--- src/rtl/lock_pkg.sv ---
// Shared types and constants for the serial password lock.
// Includes the state encoding, admin code and status decode helpers.
package lock_pkg;

    typedef enum logic [2:0] {
        L_IDLE  = 3'd0,
        L_ENTRY = 3'd1,
        L_OPEN  = 3'd2,
        L_FAIL  = 3'd3,
        L_SET   = 3'd4,
        L_ALARM = 3'd5
    } LockState;

    localparam int PW_LEN = 4;

    // Digit 0 sits in the most significant nibble.
    localparam logic [4*PW_LEN-1:0] ADMIN_CODE = {4'd9, 4'd5, 4'd2, 4'd7};

    typedef struct packed {
        logic       unlocked;
        logic       error;
        logic       alarm;
        logic       set_mode;
        logic [2:0] state;
    } status_t;

    function automatic logic [3:0] admin_digit(input logic [1:0] i);
        logic [3:0] d;
        case (i)
            2'd0:    d = ADMIN_CODE[15:12];
            2'd1:    d = ADMIN_CODE[11:8];
            2'd2:    d = ADMIN_CODE[7:4];
            2'd3:    d = ADMIN_CODE[3:0];
            default: d = 4'd0;
        endcase
        return d;
    endfunction

    function automatic status_t decode_status(input LockState s);
        status_t st;
        st.unlocked = (s == L_OPEN);
        st.error    = (s == L_FAIL);
        st.alarm    = (s == L_ALARM);
        st.set_mode = (s == L_SET);
        st.state    = s;
        return st;
    endfunction

endpackage

--- src/rtl/lock_controller_digit_index_counter.sv ---
// Two-bit digit position counter with clear, increment and last-digit flag.
module digit_index_counter
    import lock_pkg::*;
(
    input  logic       CLK,
    input  logic       RST,
    input  logic       clr,
    input  logic       inc,
    output logic [1:0] idx,
    output logic       last
);

    logic [1:0] idx_r;

    // Position register; clear wins over increment, wraps 3 -> 0
    always_ff @(posedge CLK or negedge RST) begin
        if (!RST) begin
            idx_r <= 2'd0;
        end else if (clr) begin
            idx_r <= 2'd0;
        end else if (inc) begin
            idx_r <= idx_r + 2'd1;
        end else begin
            idx_r <= idx_r;
        end
    end

    assign idx  = idx_r;
    assign last = (idx_r == 2'd3);

endmodule

--- src/rtl/lock_controller.sv ---
// Password lock sequencer: digit compare, code change, fail counting and alarm.
// Memory ports are combinational; status outputs are registered from next state.
module lock_controller
    import lock_pkg::*;
#(
    parameter int MAX_FAIL = 3
) (
    input  logic       CLK,
    input  logic       RST,
    input  logic [3:0] digit,
    input  logic       digit_valid,
    input  logic       set_req,
    input  logic       lock_req,
    output logic [1:0] rd_addr,
    input  logic [3:0] rd_data,
    output logic       wr_en,
    output logic [1:0] wr_addr,
    output logic [3:0] wr_data,
    output logic       unlocked,
    output logic       error,
    output logic       alarm,
    output logic       set_mode,
    output logic [2:0] state_o
);

    localparam int FAIL_W = $clog2(MAX_FAIL + 1);

    LockState          state_r;
    LockState          state_nxt_s;
    logic              mismatch_r;
    logic              mismatch_nxt_s;
    logic [FAIL_W-1:0] fail_cnt_r;
    logic [FAIL_W-1:0] fail_cnt_nxt_s;
    logic [FAIL_W-1:0] fail_inc_s;
    status_t           status_r;
    logic [1:0]        idx_s;
    logic              last_s;
    logic              idx_clr_s;
    logic              idx_inc_s;
    logic [3:0]        ref_s;
    logic              miss_now_s;
    logic              miss_all_s;

    digit_index_counter u_idx (
        .CLK  (CLK),
        .RST  (RST),
        .clr  (idx_clr_s),
        .inc  (idx_inc_s),
        .idx  (idx_s),
        .last (last_s)
    );

    // Memory port drive and selection of the reference digit
    always_comb begin
        rd_addr = 2'd0;
        wr_en   = 1'b0;
        wr_addr = 2'd0;
        wr_data = 4'd0;
        ref_s   = rd_data;
        case (state_r)
            L_IDLE, L_ENTRY, L_FAIL: begin
                rd_addr = idx_s;
                ref_s   = rd_data;
            end
            L_ALARM: begin
                ref_s = admin_digit(idx_s);
            end
            L_SET: begin
                if (digit_valid) begin
                    wr_en   = 1'b1;
                    wr_addr = idx_s;
                    wr_data = digit;
                end else begin
                    wr_en   = 1'b0;
                end
            end
            default: begin
                ref_s = rd_data;
            end
        endcase
    end

    assign miss_now_s = (digit != ref_s);
    assign miss_all_s = mismatch_r | miss_now_s;
    assign fail_inc_s = fail_cnt_r + {{(FAIL_W-1){1'b0}}, 1'b1};

    // Next state, sticky mismatch, fail count and index control
    always_comb begin
        state_nxt_s    = state_r;
        mismatch_nxt_s = mismatch_r;
        fail_cnt_nxt_s = fail_cnt_r;
        idx_clr_s      = 1'b0;
        idx_inc_s      = 1'b0;
        case (state_r)
            L_IDLE, L_FAIL: begin
                if (digit_valid) begin
                    state_nxt_s    = L_ENTRY;
                    mismatch_nxt_s = miss_now_s;
                    idx_inc_s      = 1'b1;
                end else begin
                    state_nxt_s = state_r;
                end
            end
            L_ENTRY: begin
                if (digit_valid) begin
                    idx_inc_s = 1'b1;
                    if (last_s) begin
                        mismatch_nxt_s = 1'b0;
                        if (!miss_all_s) begin
                            state_nxt_s    = L_OPEN;
                            fail_cnt_nxt_s = '0;
                        end else if (fail_inc_s == FAIL_W'(MAX_FAIL)) begin
                            state_nxt_s    = L_ALARM;
                            fail_cnt_nxt_s = fail_inc_s;
                        end else begin
                            state_nxt_s    = L_FAIL;
                            fail_cnt_nxt_s = fail_inc_s;
                        end
                    end else begin
                        mismatch_nxt_s = miss_all_s;
                    end
                end else begin
                    state_nxt_s = state_r;
                end
            end
            L_OPEN: begin
                if (set_req) begin
                    state_nxt_s = L_SET;
                    idx_clr_s   = 1'b1;
                end else if (lock_req) begin
                    state_nxt_s = L_IDLE;
                end else begin
                    state_nxt_s = state_r;
                end
            end
            L_SET: begin
                if (digit_valid) begin
                    idx_inc_s = 1'b1;
                    if (last_s) begin
                        state_nxt_s = L_IDLE;
                    end else begin
                        state_nxt_s = state_r;
                    end
                end else begin
                    state_nxt_s = state_r;
                end
            end
            L_ALARM: begin
                if (digit_valid) begin
                    idx_inc_s = 1'b1;
                    if (last_s) begin
                        mismatch_nxt_s = 1'b0;
                        if (!miss_all_s) begin
                            state_nxt_s    = L_IDLE;
                            fail_cnt_nxt_s = '0;
                        end else begin
                            state_nxt_s = L_ALARM;
                        end
                    end else begin
                        mismatch_nxt_s = miss_all_s;
                    end
                end else begin
                    state_nxt_s = state_r;
                end
            end
            default: begin
                state_nxt_s    = L_IDLE;
                mismatch_nxt_s = 1'b0;
                fail_cnt_nxt_s = '0;
                idx_clr_s      = 1'b1;
            end
        endcase
    end

    // State registers with status decoded from the next state
    always_ff @(posedge CLK or negedge RST) begin
        if (!RST) begin
            state_r    <= L_IDLE;
            mismatch_r <= 1'b0;
            fail_cnt_r <= '0;
            status_r   <= '0;
        end else begin
            state_r    <= state_nxt_s;
            mismatch_r <= mismatch_nxt_s;
            fail_cnt_r <= fail_cnt_nxt_s;
            status_r   <= decode_status(state_nxt_s);
        end
    end

    assign unlocked = status_r.unlocked;
    assign error    = status_r.error;
    assign alarm    = status_r.alarm;
    assign set_mode = status_r.set_mode;
    assign state_o  = status_r.state;

endmodule

--- config.mk ---
export PLATFORM = sky130hd
export DESIGN_NAME = lock_controller
export DESIGN_NICKNAME = d
export VERILOG_FILES = /design/src/rtl/lock_pkg.sv /design/src/rtl/lock_controller_digit_index_counter.sv /design/src/rtl/lock_controller.sv
export SDC_FILE = /design/constraint.sdc
export NUM_CORES = 1
export LEC_CHECK = 0
export CORE_UTILIZATION = 45
export DETAILED_ROUTE_END_ITERATION = 6
export GPL_TIMING_DRIVEN = 1
export PLACE_DENSITY = 0.86
export SETUP_SLACK_MARGIN = 0.05
export SKIP_LAST_GASP = 1
export SYNTH_ARGS = -nofsm -noshare
export SYNTH_HDL_FRONTEND = slang
export SYNTH_SLANG_ARGS = --single-unit
export TNS_END_PERCENT = 50
--- constraint.sdc ---
create_clock -name CLK -period 2.7 [get_ports CLK]
set_clock_uncertainty 0.05 [all_clocks]
set_input_delay 0.54 -clock CLK [delete_from_list [all_inputs] [get_ports CLK]]
set_output_delay 0.54 -clock CLK [all_outputs]
set_load 0.05 [all_outputs]
==> results.py, run 1 <==
metrics = {
    "placement": {
        "dpl.hpwl_um": 2010,
        "numPortBuffers": 28,
        "place_congestion": 0.886,
        "pre_cts_slack_ns": -0.0111,
    },
    "pwr": {
        "leakagePower_uw": 0.000619,
        "p_per_area_mw_per_mm2": 873,
        "vdd_drop_max_uv": 690,
    },
    "yosys": {
        "ys.flop_type": "dfrtp_1",
        "seq_area_frac_synth": 0.305,
        "synth-edff-count": 0,
        "netlist_instances": 115,
        "synth_warnings": 0,
        "synth_top_area_frac": 0.305,
        "synthTopCellsByArea": "dfrtp_1, ha_1, a21oi_1",
        "synth_top_cell_by_area": "dfrtp_1",
        "syn_area_per_cell_um2": 8.56,
        "syn_nets": 134,
        "synth-async-reset-ratio": 1.00,
        "synthDistinctLibCells": 42,
        "synth_area_um2": 985,
        "synth_seq_cells": 12,
    },
    "grt": {
        "grt_usage": 0.238,
        "first_global_vias": 1004,
        "gr-usage-met3": 0.0312,
        "grt_pass1_wl_um": 4410,
        "top_usage_layer": "met2",
        "grt_overflow": 0,
        "grtUsageMet2": 0.410,
        "grt_max_degree": 13,
        "antenna_found_initial": 0,
        "met1_usage": 0.284,
    },
    "layout": {
        "fin_nets": 168,
        "drive_above_1_share": 0.230,
        "syn2layout_area_growth_pct": 47.5,
        "antenna_cells": 0,
    },
    "sta": {
        "finalCritPeriodShare": 0.924,
        "post-route-min-period_ns": 2.50,
        "whs_ns": 0.455,
        "fmax_mhz": 401,
        "setup_viol": 0,
        "maxSlewViolCount": 0,
        "hold_violations": 0,
        "worst_slack_ns": 0.204,
        "grt_setup_unrepaired": "false",
        "tightestPinTransition_ns": 0.601,
        "slew_headroom": 0.596,
    },
    "floorplanning": {
        "die_y_um": 48.8,
        "dieArea_mm2": 0.00238,
        "core_mm2": 0.00200,
        "rows": 16,
        "boundaryPins": 29,
        "start_util": 0.492,
        "die_w_um": 48.8,
    },
    "routing": {
        "postRouteAntennaNets": 0,
        "vias_per_cell": 5.87,
        "finalWirelength_um": 2640,
        "drtIter0Drc": 29,
        "post_drt_wl_per_cell_um": 15.1,
        "remaining_drc_errors": 0,
        "drtPass1Iterations": 4,
        "vias": 1027,
    },
    "clocking": {
        "cts_tree": "built",
        "cts_sinks": 12,
        "clkLatencyLatePin_ns": 0.30,
        "cts_setup_buffers": 0,
        "htree_levels": 1,
        "clk_pin_slew_ns": 0.10,
        "cts.path.max_buffers": 2,
        "cts_hold_buf": 0,
        "cts_root_buffer": "clkbuf_4",
        "cts_buffers": 3,
    },
    "worst_setup_path": {
        "endpoint": "fail_cnt_r[0]",
        "critPathLaunch": "state_o[1]",
        "r2r_setup_slack_ns": 0.20,
        "worstPathArrival_ns": 2.63,
        "worst_ep_required_time_ns": 2.83,
        "path_class": "reg -> reg",
        "r2r_end": "fail_cnt_r[0]",
        "endpoint_kind": "flop",
        "worst-r2r-cell-count": 7,
        "critPathMaxFanout": 10,
        "start_kind": "flop",
        "r2r-start": "state_o[1]",
    },
    "hold_path": {
        "hold_start": "fail_cnt_r[1]",
        "min_path_type": "reg -> reg",
        "worstHoldPathCells": 1,
    },
    "job": {
        "maxCapViolCount": 0,
    },
    "status": {
        "status": "finished, final reports clean",
    },
}
==> synth_stat cells (2+ instances only) <==
cell type,number
nand2_1,9
a21o_1,2
dfrtp_1,12
o21ai_2,2
ha_1,6
nor2_1,10
inv_1,7
nor2b_1,4
nor3_1,5
a21oi_1,10
xnor2_1,2
clkbuf_1,3
o21ai_0,5
a21oi_2,2
o21a_1,2
and2_1,7
nor4b_1,2
==> cell families (layout without fill, tap and decap cells) <==
kind of cell / count (synthesis) / in the layout / synth area share
fa+ha+maj: 6 / 6 / 0.0762
mux: 1 / 1 / 0.0102
xor+xnor: 3 / 3 / 0.0267
compound gates: 36 / 36 / 0.262
buf+inv: 12 / 45 / 0.0572
flops: 12 / 12 / 0.305
simple gates: 45 / 45 / 0.263
==> cell usage in the layout (no fill, tap or decap), types with 6 or more instances in the layout <==
| master | instances |
|---|---|
| clkdlybuf4s50_1 | 19 |
| dfrtp_1 | 11 |
| nor2_1 | 10 |
| a21oi_1 | 10 |
| nand2_1 | 9 |
| inv_1 | 7 |
| buf_12 | 7 |
| and2_4 | 6 |
| ha_1 | 6 |
| buf_4 | 6 |
==> through the flow <==
step / cell area [um^2] / instances / total power (uW) / util / TNS, ns
floorplan: 1020 / 115 / 911 / - / -0.191
global placement: 1420 / 171 / 1080 / 0.707 / 0
detailed placement: 1420 / 171 / 1120 / 0.707 / -0.0179
CTS: 1450 / 175 / 1260 / 0.724 / 0
global route: 1450 / 175 / 1350 / 0.726 / 0
finish: 1450 / 175 / 1270 / 0.726 / 0
==> state kept, by name (all words and copies together) (netlist names) <==
register / count
state_o: 3
unlocked: 1
mismatch_r: 1
fail_cnt_r: 2
u_idx.idx: 2
error: 1
set_mode: 1
alarm: 1
==> area by class of cell <==
| class | instances | area (um^2) |
|---|---|---|
| inverters | 7 | 26.3 |
| clock buffers | 4 | 36.3 |
| multi-input cells | 91 | 658 |
| repair buffers | 34 | 397 |
| well taps | 27 | 33.8 |
| fillers | 161 | 549 |
| flip-flops and latches | 12 | 302 |
==> power by group <==
part / total, uW / leakage, uW / switching (uW) / internal, uW
combinational: 773 / 0.000450 / 477 / 296
sequential: 337 / 0.000147 / 93.8 / 243
clock: 157 / 0.0000210 / 74.8 / 82.3
==> routing by layer <==
layer,share of wire,wire [um]
met1,0.42,1110
met2,0.50,1310
met3,0.060,159
met4,0.020,54
met5,0,0
==> worst min-delay path by stage <==
stage / endpoint
floorplan: alarm
global placement: fail_cnt_r[1]
detailed placement: fail_cnt_r[1]
CTS: fail_cnt_r[1]
global route: fail_cnt_r[0]
finish: fail_cnt_r[1]
==> worst max-delay path: stages, from the launching register on <==
cell and delay, ns:
dfrtp_1 0.56, and3b_1 0.32, or3_4 0.41, o311a_4 0.33, nor4_4 0.24, buf_4 0.21
o21ai_2 0.07, a21o_1 0.18
==> what timing repair did <==
item	in CTS	in global routing
gates resized for setup	1	1
pin swaps	0	0
setup endpoints to repair	1	1
No activity file was read; power rests on OpenSTA's default activity.
==> run 2, diff against run 1 <==
--- a/config.mk
+++ b/config.mk
@@ -6,6 +6,7 @@
 export NUM_CORES = 1
 export LEC_CHECK = 0
 export CORE_UTILIZATION = 45
+export CTS_CLUSTER_SIZE = 20
 export DETAILED_ROUTE_END_ITERATION = 6
 export GPL_TIMING_DRIVEN = 1
 export PLACE_DENSITY = 0.86
==> results of run 2 <==
Same layout as run 1: the final DEF is identical, and so are final timing and power.
==> run 3, diff against run 2 <==
--- a/config.mk
+++ b/config.mk
@@ -5,11 +5,11 @@
 export SDC_FILE = /design/constraint.sdc
 export NUM_CORES = 1
 export LEC_CHECK = 0
-export CORE_UTILIZATION = 45
+export CORE_UTILIZATION = 46
 export CTS_CLUSTER_SIZE = 20
 export DETAILED_ROUTE_END_ITERATION = 6
 export GPL_TIMING_DRIVEN = 1
-export PLACE_DENSITY = 0.86
+export PLACE_DENSITY = 0.87
 export SETUP_SLACK_MARGIN = 0.05
 export SKIP_LAST_GASP = 1
 export SYNTH_ARGS = -nofsm -noshare
==> results.py, run 3 (synthesized netlist as in run 1, its figures left out) <==
metrics = {
    "placement": {
        "placed_cells": 173,
        "dpl.hpwl_um": 1930,
        "place_congestion": 0.867,
        "pre_cts_slack_ns": -0.00622,
        "numPortBuffers": 28,
    },
    "routing": {
        "vias_per_cell": 5.61,
        "drtIter0Drc": 19,
        "postRouteAntennaNets": 0,
        "post_drt_wl_per_cell_um": 14.4,
        "finalWirelength_um": 2560,
        "drtPass1Iterations": 4,
        "vias": 993,
        "remaining_drc_errors": 0,
    },
    "layout": {
        "largest_register_ffs": 3,
        "fin_nets": 170,
        "syn2layout_area_growth_pct": 49.0,
        "drive_above_1_share": 0.240,
        "antenna_cells": 0,
        "layoutNonFillerInstCount": 177,
        "final_cell_mix": "clkdlybuf4s50_1, dfrtp_1, nor2_1, a21oi_1, nand2_1",
        "final_common_cell": "clkdlybuf4s50_1",
    },
    "sta": {
        "worst_slack_ns": 0.270,
        "finalCritPeriodShare": 0.900,
        "maxSlewViolCount": 0,
        "slew_headroom": 0.628,
        "setup_viol": 0,
        "grt_setup_unrepaired": "false",
        "hold_violations": 0,
        "post-route-min-period_ns": 2.43,
        "fmax_mhz": 412,
        "whs_ns": 0.464,
        "tightestPinTransition_ns": 0.556,
    },
    "floorplanning": {
        "start_util": 0.497,
        "dieArea_mm2": 0.00233,
        "die_w_um": 48.3,
        "rows": 16,
        "boundaryPins": 29,
        "die_y_um": 48.3,
        "core_mm2": 0.00198,
    },
    "worst_setup_path": {
        "path_class": "in -> reg",
        "path_depth": 8,
        "worst_ep_required_time_ns": 2.82,
        "cp_cell_sequence": "clkdlybuf4s50_1, nor2b_1, or3_4, o311a_4, nor4_4, buf_4, o21ai_2, a21o_1",
        "worst-r2r-cell-count": 7,
        "critPathMaxFanout": 8,
        "cp_slowest_cell": "clkdlybuf4s50_1",
        "worstPathArrival_ns": 2.55,
        "cpLargestDelayFamily": "simple AND/OR/NAND/NOR gates",
        "cpPeakStageDelay_ns": 0.43,
        "crit_buf_inv": 2,
        "start_kind": "input pin",
        "endpoint_kind": "flop",
    },
    "grt": {
        "grt_overflow": 0,
        "grt_max_degree": 13,
        "antenna_found_initial": 0,
        "grt_usage": 0.245,
        "grt_pass1_wl_um": 3900,
        "first_global_vias": 951,
    },
    "clocking": {
        "clkLatencyLatePin_ns": 0.27,
        "cts_buffers": 3,
        "htree_levels": 1,
        "cts_sinks": 12,
        "cts.path.max_buffers": 2,
        "cts_hold_buf": 0,
        "cts_tree": "built",
        "cts_root_buffer": "clkbuf_4",
        "clk_pin_slew_ns": 0.08,
    },
    "job": {
        "maxCapViolCount": 0,
    },
    "pwr": {
        "leakagePower_uw": 0.000629,
        "finalPower_uw": 1270,
        "p_per_area_mw_per_mm2": 863,
        "vdd_drop_max_uv": 603,
    },
    "status": {
        "status": "finished, final reports clean",
    },
    "hold_path": {
        "worstHoldPathCells": 1,
        "min_path_type": "reg -> reg",
    },
}
## run 3: changes by cell type in the layout (fill, tap and decap cells not counted), sizes merged
cell | before | now
buf | 13 | 15
## run 3: per-stage QoR
step | TNS, ns | util | area [um^2]
floorplan | -0.191 | - | 1020
global placement | 0 | 0.722 | 1430
detailed placement | -0.00622 | 0.722 | 1430
CTS | 0 | 0.739 | 1470
global route | 0 | 0.741 | 1470
finish | 0 | 0.741 | 1470
## run 3: layout make-up
cell class / count / area [um^2]
clock buffers: 4 / 36.3
inverters: 7 / 26.3
flip-flops and latches: 12 / 302
repair buffers: 36 / 412
multi-input cells: 91 / 658
fillers: 135 / 514
well taps: 27 / 33.8
## run 3: what timing repair did
item / in CTS / in global routing
setup endpoints to repair: 1 / 1
gates resized for setup: 1 / 1
setup buffers: 0 / 0
## run 3: power breakdown
group          switching (uW)  total [uW]  internal (uW)
Sequential               91.9         335            243
Clock                    62.2         144           82.0
Combinational             483         788            305
## run 3: worst register-to-register path, delay by kind of cell, from the launching register on
family / cells / cell delay [ns]
and+or+nand+nor: 3 / 0.90
AOI/OAI and AO/OA: 3 / 0.60
DFF: 1 / 0.55
buffers and inverters: 1 / 0.21
## run 3: worst paths after layout
kind / from / to / slack [ns]
worst min-delay path: fail_cnt_r[0] / fail_cnt_r[0] / 0.46
min in group asynchronous: RST / alarm / 0.57
worst max-delay path: digit[2] / fail_cnt_r[1] / 0.27
worst max register to register: state_o[1] / fail_cnt_r[1] / 0.29
worst min register to register: fail_cnt_r[0] / fail_cnt_r[0] / 0.46
max in group asynchronous: RST / state_o[2] / 1.63
## run 3: layer usage
| layer | GRT usage | wire, um | vias to the layer above |
|---|---|---|---|
| li1 | - | - | 479 |
| met3 | 0.0148 | 154 | 2 |
| met2 | 0.459 | 1370 | 45 |
| met5 | 0 | 0 | - |
| met1 | 0.271 | 1020 | 467 |
| met4 | 0.133 | 13 | 0 |
